<file path="config.mk">
export PLATFORM = sky130hd
export DESIGN_NAME = cp0_intc
export DESIGN_NICKNAME = d
export VERILOG_FILES = /design/src/rtl/cp0_intc.sv
export SDC_FILE = /design/constraint.sdc
export NUM_CORES = 1
export LEC_CHECK = 0
export BUFFER_PORTS_ARGS = -buffer_cell sky130_fd_sc_hd__buf_2
export CORE_UTILIZATION = 23
export DETAILED_ROUTE_END_ITERATION = 10
export SLEW_MARGIN = 40
export SYNTH_ARGS = -nofsm -noshare
export SYNTH_HDL_FRONTEND = slang
export SYNTH_SLANG_ARGS = --single-unit
</file>
<file path="constraint.sdc">
create_clock -name clk -period 1.6 [get_ports clk]
set_input_delay 0.32 -clock clk [delete_from_list [all_inputs] [get_ports clk]]
set_output_delay 0.32 -clock clk [all_outputs]
set_load 0.03 [all_outputs]
</file>
<file path="src/rtl/cp0_intc.sv">
// cp0_intc: CP0 interrupt/exception controller (STATUS/CAUSE/EPC, N synchronised edge-latched IRQs).
// Latency: redir/redir_pc/kill/cp0_rd are combinational; an int_in rising edge reaches IP after 3 clk edges.
// Backpressure: none. redir overrides the core's next PC in the same cycle, and mtc0 writes complete every cycle.
//
// Ports:
//   clk, rst                 core clock (rising edge), asynchronous active-low reset
//   int_in[N_INT]            asynchronous level interrupt requests
//   pc_current, pc_next      executing PC and the un-overridden next PC
//   exc_req, exc_code        synchronous exception raised by the current instruction
//   eret                     current instruction is eret
//   we_cp0, cp0_addr, cp0_wd mtc0 write port
//   cp0_rd                   mfc0 read data (combinational)
//   redir, redir_pc          next-PC override
//   kill                     suppress architectural writes of the current instruction
module cp0_intc #(
  parameter int             N_INT       = 6,
  parameter int             W           = 32,
  parameter logic [W-1:0]   EXC_VEC     = 'h180,
  parameter logic [W-1:0]   INT_VEC     = 'h200,
  parameter int             VECTORED    = 0,
  parameter logic [W-1:0]   VEC_SPACING = 'h20
) (
  input  logic             clk,
  input  logic             rst,
  input  logic [N_INT-1:0] int_in,
  input  logic [W-1:0]     pc_current,
  input  logic [W-1:0]     pc_next,
  input  logic             exc_req,
  input  logic [4:0]       exc_code,
  input  logic             eret,
  input  logic             we_cp0,
  input  logic [4:0]       cp0_addr,
  input  logic [W-1:0]     cp0_wd,
  output logic [W-1:0]     cp0_rd,
  output logic             redir,
  output logic [W-1:0]     redir_pc,
  output logic             kill
);

  localparam logic [4:0] ADDR_STATUS = 5'd12;
  localparam logic [4:0] ADDR_CAUSE  = 5'd13;
  localparam logic [4:0] ADDR_EPC    = 5'd14;

  // Synchroniser and edge detector
  logic [N_INT-1:0] s1_q, s2_q, s2d_q;
  logic [N_INT-1:0] rise;

  always_ff @(posedge clk or negedge rst) begin
    if (!rst) begin
      s1_q  <= '0;
      s2_q  <= '0;
      s2d_q <= '0;
    end else begin
      s1_q  <= int_in;
      s2_q  <= s1_q;
      s2d_q <= s2_q;
    end
  end

  assign rise = s2_q & ~s2d_q;

  // Architectural state
  logic             ie_q, ie_d;
  logic             exl_q, exl_d;
  logic [N_INT-1:0] im_q, im_d;
  logic [N_INT-1:0] ip_q, ip_d;
  logic [4:0]       exccode_q, exccode_d;
  logic [W-1:0]     epc_q, epc_d;

  always_ff @(posedge clk or negedge rst) begin
    if (!rst) begin
      ie_q      <= 1'b0;
      exl_q     <= 1'b0;
      im_q      <= '0;
      ip_q      <= '0;
      exccode_q <= '0;
      epc_q     <= '0;
    end else begin
      ie_q      <= ie_d;
      exl_q     <= exl_d;
      im_q      <= im_d;
      ip_q      <= ip_d;
      exccode_q <= exccode_d;
      epc_q     <= epc_d;
    end
  end

  // Take decision
  logic [N_INT-1:0] pending;
  logic             int_take;
  logic [W-1:0]     idx_w;

  assign pending  = ip_q & im_q;
  assign int_take = ie_q & ~exl_q & (|pending) & ~exc_req & ~eret;

  // Lowest pending index wins: scan from the top so the last hit is the lowest.
  always_comb begin
    idx_w = '0;
    for (int i = N_INT - 1; i >= 0; i--) begin
      if (pending[i]) idx_w = W'(i);
    end
  end

  always_comb begin
    redir    = 1'b0;
    redir_pc = '0;
    kill     = 1'b0;
    if (exc_req) begin
      redir    = 1'b1;
      redir_pc = EXC_VEC;
      kill     = 1'b1;
    end else if (eret) begin
      redir    = 1'b1;
      redir_pc = epc_q;
    end else if (int_take) begin
      redir    = 1'b1;
      redir_pc = (VECTORED != 0) ? (INT_VEC + idx_w * VEC_SPACING) : INT_VEC;
    end
  end

  // Next state: software write first, hardware events override EXL/EPC/ExcCode.
  logic wr_status, wr_cause, wr_epc;
  assign wr_status = we_cp0 && (cp0_addr == ADDR_STATUS);
  assign wr_cause  = we_cp0 && (cp0_addr == ADDR_CAUSE);
  assign wr_epc    = we_cp0 && (cp0_addr == ADDR_EPC);

  always_comb begin
    ie_d      = ie_q;
    exl_d     = exl_q;
    im_d      = im_q;
    exccode_d = exccode_q;
    epc_d     = epc_q;

    if (wr_status) begin
      ie_d  = cp0_wd[0];
      exl_d = cp0_wd[1];
      im_d  = cp0_wd[8 +: N_INT];
    end
    if (wr_epc) epc_d = cp0_wd;

    if (exc_req) begin
      exl_d     = 1'b1;
      exccode_d = exc_code;
      // Nested exceptions keep the original return address.
      if (!exl_q) epc_d = pc_current;
    end else if (eret) begin
      exl_d = 1'b0;
    end else if (int_take) begin
      exl_d     = 1'b1;
      exccode_d = '0;
      epc_d     = pc_next;
    end

    // Write-1-to-clear, with a new edge taking precedence over a clear.
    ip_d = (ip_q & ~(wr_cause ? cp0_wd[8 +: N_INT] : {N_INT{1'b0}})) | rise;
  end

  // mfc0 read mux
  always_comb begin
    cp0_rd = '0;
    unique case (cp0_addr)
      ADDR_STATUS: begin
        cp0_rd[0]          = ie_q;
        cp0_rd[1]          = exl_q;
        cp0_rd[8 +: N_INT] = im_q;
      end
      ADDR_CAUSE: begin
        cp0_rd[6:2]        = exccode_q;
        cp0_rd[8 +: N_INT] = ip_q;
      end
      ADDR_EPC: cp0_rd = epc_q;
      default:  cp0_rd = '0;
    endcase
  end

endmodule

</file>
==> flow_summary.yaml, run 1 <==
critical_path:
  crit_family: "buffers and inverters"
  cp_max_fo: 8
  startpoint_type: "input pin"
  cp_data_arrival_time_ns: 1.52
  critical_path_class: "input pin to primary output"
  cp_num_buf_inv: 4
  crit_top_cell: "buf_6"
  required_ns: 1.28
  crit_chain: "buf_6 -> and3b_2 -> and3b_2 -> buf_6 -> buf_16 -> a22o_4 -> buf_6"
  end_kind: "primary output"
  slowest_stage: "and3b_2"
  max_stage_delay_ns: 0.24
cts:
  clk_path_buf_depth: 2
  clock_latency_ns: 0.34
  cts-htree-levels: 3
  clock_sinks: 69
  numCtsBuffers: 9
  cts_tree: "yes"
  root_buffer: "clkbuf_16"
  clk_pin_slew_worst_paths_ns: 0.06
sta:
  skew_ns: 0.00595
  whs_ns: 0.0843
  fin_crit_ns: 1.84
  setup_viol: 66
  tns_ns: -9.30
  relSlewSlack: 0.726
  fmax_mhz: 543
  drv_slew: 0
  setup_ws_ns: -0.240
  min_period_over_period: 1.15
  grt_setup_unrepaired: "yes"
  timing_worst_slew_pin_value_ns: 0.411
  finalHoldViolCount: 0
synthesis:
  synth_fp_nets: 471
  ys_warn_count: 0
  avgSynthCellArea_um2: 10.9
  ys_types: 28
  ys_seq_area_frac: 0.449
  ys_seq_elements: 69
  synthesis.instances: 354
  syn_area_mm2: 0.00384
status:
  status: "finished with violations"
  violations: "negative setup slack"
route:
  m1WireLength_um: 5470
  routed_wl_um: 13700
  first_pass_iters: 4
  drc: 0
  antenna_left: 0
  vias: 3544
  avgViaCountPerCell: 4.49
  wl_met3_um: 699
  avgRoutedWirePerCell_um: 17.4
  highest_layer: "met4"
  dr_wl_met2_um: 7160
  drtIter0Drc: 99
floorplanning:
  die_y_um: 131
  fp-row-count: 46
  io-pin-count: 183
  dieArea_mm2: 0.0172
  start_util: 0.239
  die_x_um: 131
  core_mm2: 0.0161
flow_run:
  drv_cap: 0
cells_and_area:
  multi_input_area_mm2: 0.00202
  fin_nets: 685
  ff_latch_area_mm2: 0.00173
  antennaDiodeCount: 0
  utilization: 0.385
  area_growth_pct: 61.5
  filler_cell_count: 1586
  drive_above_1_share: 0.588
global_routing:
  grt_pass1_vias: 3780
  grt-ovfl-total: 0
  gr-usage-all-layers: 0.162
  grt_max_degree: 70
  grt_pass1_wl_um: 21200
  antenna_found_initial: 0
pwr:
  power_leakage_uw: 0.00302
  powerDensity_mw_per_mm2: 874
  ir_drop_v: 0.000445
  power_uw: 5420
placed_design:
  hpwl_um: 9350
  io_buffer_count: 182
  globalplace.congestion: 0.820
worst_hold_path:
  hold_path_class: "input pin to register"
-- routing by layer --
metal  GRT usage  vias up
li1            -     1664
met1       0.185     1744
met2       0.282      116
met3      0.0359       20
met4      0.0840        0
met5           0        -
-- metrics by stage --
stage	setup WS (ns)	instances	area (um^2)
after floorplan	-0.0551	354	3890
after global placement	-0.231	759	5230
after detailed placement	-0.260	759	5230
after CTS	-0.262	788	6060
after global routing	-0.280	789	6210
final	-0.240	789	6210
-- cell type report --
class                           count  area share
Multi-Input combinational cell    219       0.325
Timing Repair Buffer              231       0.285
Sequential cell                    69       0.278
Tap cell                          216      0.0435
Clock buffer                       12      0.0413
Inverter                           38      0.0230
Clock inverter                      4     0.00363
-- registers in the layout (all words and copies together) (netlist names) --
signal	count
exccode_q	5
s2_q	6
ie_q	1
exl_q	1
s1_q	6
epc_q	32
ip_q	6
im_q	6
s2d_q	6
-- repair_timing --
| action | CTS | global route |
|---|---|---|
| hold endpoints to repair | 6 | 0 |
| setup buffers | 7 | 3 |
| hold buffers | 1 | 0 |
| setup endpoints to repair | 78 | 66 |
| gates resized for setup | 108 | 31 |
| gates cloned | 5 | 1 |
| pin swaps | 35 | 28 |
-- worst paths after layout --
path                                  start        end  slack (ns)  depth (start not counted)
worst min-delay path              int_in[1]    s1_q[1]        0.08                          1
worst max register to register      im_q[4]  epc_q[28]       -0.18                          7
min in group asynchronous               rst  epc_q[21]        0.52                          3
max in group asynchronous               rst   epc_q[8]        0.75                          3
worst min register to register      s1_q[1]    s2_q[1]        0.35                          0
worst max-delay path            cp0_addr[2]  cp0_rd[6]       -0.24                          7
-- synth_stat cells --
library cell | number | area (um^2)
dfrtp_1 | 69 | 1730
and2_1 | 49 | 307
nand2_1 | 46 | 173
inv_1 | 38 | 143
mux2i_1 | 33 | 330
o221ai_2 | 30 | 450
a22o_1 | 18 | 158
clkbuf_1 | 13 | 48.8
buf_6 | 7 | 78.8
mux2_2 | 7 | 78.8
nand3_1 | 7 | 35.0
a22oi_1 | 6 | 45.0
a22oi_2 | 3 | 37.5
buf_12 | 3 | 60.1
buf_2 | 3 | 15.0
nor2_1 | 3 | 11.3
a21o_1 | 2 | 15.0
and3b_1 | 2 | 17.5
buf_4 | 2 | 15.0
nand2b_1 | 2 | 12.5
nor2b_1 | 2 | 12.5
o21ai_0 | 2 | 10.0
o221ai_1 | 2 | 17.5
a311oi_2 | 1 | 15.0
and3_2 | 1 | 7.51
and4_1 | 1 | 8.76
and4b_1 | 1 | 10.0
or2_1 | 1 | 6.26
-- power by group --
| group | internal, uW | switching, uW | total, uW |
|---|---|---|---|
| clock network | 1130 | 753 | 1880 |
| registers | 1980 | 202 | 2190 |
| logic | 692 | 669 | 1360 |
-- cells by family (layout without fill, tap and decap cells) --
| logic type | after synthesis | count (layout) | share of synthesized area |
|---|---|---|---|
| flip-flops | 69 | 69 | 0.449 |
| AO/OA/AOI/OAI | 64 | 64 | 0.195 |
| buffers and inverters | 66 | 285 | 0.0937 |
| multiplexers | 40 | 40 | 0.106 |
| AND/OR/NAND/NOR | 115 | 115 | 0.156 |
-- placed cells by master (no fill, tap or decap), drive strengths merged --
cell         count
o21ai            2
and4b            1
o221ai          32
dlygate4sd3      1
nor2b            2
buf            229
nand2b           2
a22oi            9
and2            49
and3             1
or2              1
a21o             2
and3b            2
a311oi           1
nand3            7
mux2i           33
nor2             3
a22o            18
nand2           46
mux2             7
clkinv           3
clkbuf          13
clkinvlp         1
inv             38
and4             1
dfrtp           69
Power figures use the tool's default switching activity.
==> inputs of run 2 (changes only) <==
CORE_UTILIZATION = 42   (was 23)
CTS_BUF_LIST = sky130_fd_sc_hd__clkbuf_8 sky130_fd_sc_hd__clkbuf_16   (was default)
PLACE_DENSITY = 0.76   (was default)
TNS_END_PERCENT = 20   (was default)
==> run 2 against run 1 <==
Compared with the run above:
- the run ends with design-rule violations, negative setup slack left
- sequential cell count unchanged
- wire length shrank 14%
- clock skew grew 0.0028 ns
- global-route usage grew 7.5 points
- maximum frequency up 0.10%
- worst hold slack worse by 0.017 ns
- final area shrank 8.0%
- final cell count is 15% lower
- critical path type is now register to primary output
- critical endpoint is now redir_pc[9]
==> flow_summary.yaml, run 2 (same netlist as run 1, synthesis figures left out) <==
status:
  status: "finished with violations"
  violations: "design-rule violations, negative setup slack"
global_routing:
  grt-ovfl-total: 0
  grt_max_degree: 34
  antenna_found_initial: 0
  gr-usage-all-layers: 0.237
  grt_pass1_vias: 3592
  grt_pass1_wl_um: 17700
route:
  routed_wl_um: 11800
  drc: 23
  vias: 3499
  drtIter0Drc: 162
  antenna_left: 0
  avgRoutedWirePerCell_um: 17.6
  avgViaCountPerCell: 5.22
  first_pass_iters: 9
worst_hold_path:
  hold_path_class: "input pin to register"
critical_path:
  slowest_stage: "dfrtp_1"
  critical_path_class: "register to primary output"
  startpoint_type: "register"
  worst-r2r-setup-slack_ns: -0.09
  required_ns: 1.28
  end_kind: "primary output"
  cp_max_fo: 2
  max_stage_delay_ns: 0.38
  cp_data_arrival_time_ns: 1.52
  crit_chain: "a22oi_2 -> a311oi_2 -> nand2b_2 -> nand2_2 -> buf_6"
pwr:
  power_leakage_uw: 0.00283
  powerDensity_mw_per_mm2: 873
  power_uw: 4990
  ir_drop_v: 0.000537
sta:
  fmax_mhz: 544
  relSlewSlack: 0.735
  setup_viol: 66
  timing_worst_slew_pin_value_ns: 0.397
  fin_crit_ns: 1.84
  grt_setup_unrepaired: "yes"
  finalHoldViolCount: 0
  skew_ns: 0.00876
  drv_slew: 0
  min_period_over_period: 1.15
  setup_ws_ns: -0.238
placed_design:
  globalplace.congestion: 0.861
  io_buffer_count: 182
  hpwl_um: 7830
  post_dp_cell_area_mm2: 0.00499
  place_ws_ns: -0.224
floorplanning:
  dieArea_mm2: 0.00954
  die_y_um: 97.7
  fp-row-count: 34
  die_x_um: 97.7
  start_util: 0.437
  io-pin-count: 183
  core_mm2: 0.00881
cts:
  numCtsBuffers: 9
  clk_pin_slew_worst_paths_ns: 0.08
  clk_path_buf_depth: 2
  root_buffer: "clkbuf_8"
  cts_tree: "yes"
  clock_latency_ns: 0.35
  cts-htree-levels: 3
  clock_sinks: 69
cells_and_area:
  antennaDiodeCount: 0
  largest_reg_flops: 32
  final_common_cell: "buf_2"
  mostFrequentLayoutCells: "buf_2, dfrtp_1, nand2_1, inv_1, buf_6"
  regMostFlops: "epc_q"
  final_area_mm2: 0.00571
  area_growth_pct: 48.6
  drive_above_1_share: 0.564
  fin_nets: 674
flow_run:
  drv_cap: 0
-- run 2: area by class of cell --
type                            instances  area, um^2
Tap cell                              108         135
Clock buffer                            9         124
Clock inverter                          7        98.8
Fill cell                             716        3090
Inverter                               38         143
Sequential cell                        69        1730
Multi-Input combinational cell        219        1890
Timing Repair Buffer                  220        1590
-- run 2: worst paths after layout --
check,start,to,cells past startpoint
max in group asynchronous,rst,im_q[1],3
max,ip_q[0],redir_pc[9],5
max reg2reg,im_q[3],epc_q[21],6
min in group asynchronous,rst,epc_q[30],2
min,int_in[5],s1_q[5],1
min reg2reg,s1_q[1],s2_q[1],0
-- run 2: per-stage QoR --
step	utilization	setup TNS (ns)	hold WS, ns	std cells
final	0.649	-8.03	0.0678	670
after global routing	0.649	-10.96	0.0595	670
after CTS	0.622	-4.69	0.0577	662
after detailed placement	0.566	-8.82	0.277	642
after global placement	0.566	-5.37	0.269	642
after floorplan	-	-0.410	0.0244	354
-- run 2: what timing repair did --
item / CTS / global route
cloned: 0 / 5
hold endpoints to repair: 27 / 0
hold buffers: 1 / 0
pin swaps: 24 / 21
endpoints found under the setup margin: 66 / 67
gates resized for setup: 75 / 30
setup buffers: 3 / 3
-- run 2: power breakdown --
part           internal (uW)  switching [uW]  leakage (uW)
Sequential              1980             184      0.000820
Combinational            604             616       0.00190
Clock                    885             720      0.000110
-- run 2: metal layers --
layer | GRT usage | share of wire
met3 | 0.0367 | 0.056
met1 | 0.288 | 0.40
met4 | 0.0781 | 0.013
met5 | 0 | 0
met2 | 0.426 | 0.53
-- run 2: critical path, delay by kind of cell, from the launching register on --
kind,cells,cell delay [ns]
buf+inv,1,0.14
flops,1,0.38
compound gates,2,0.45
simple gates,2,0.20
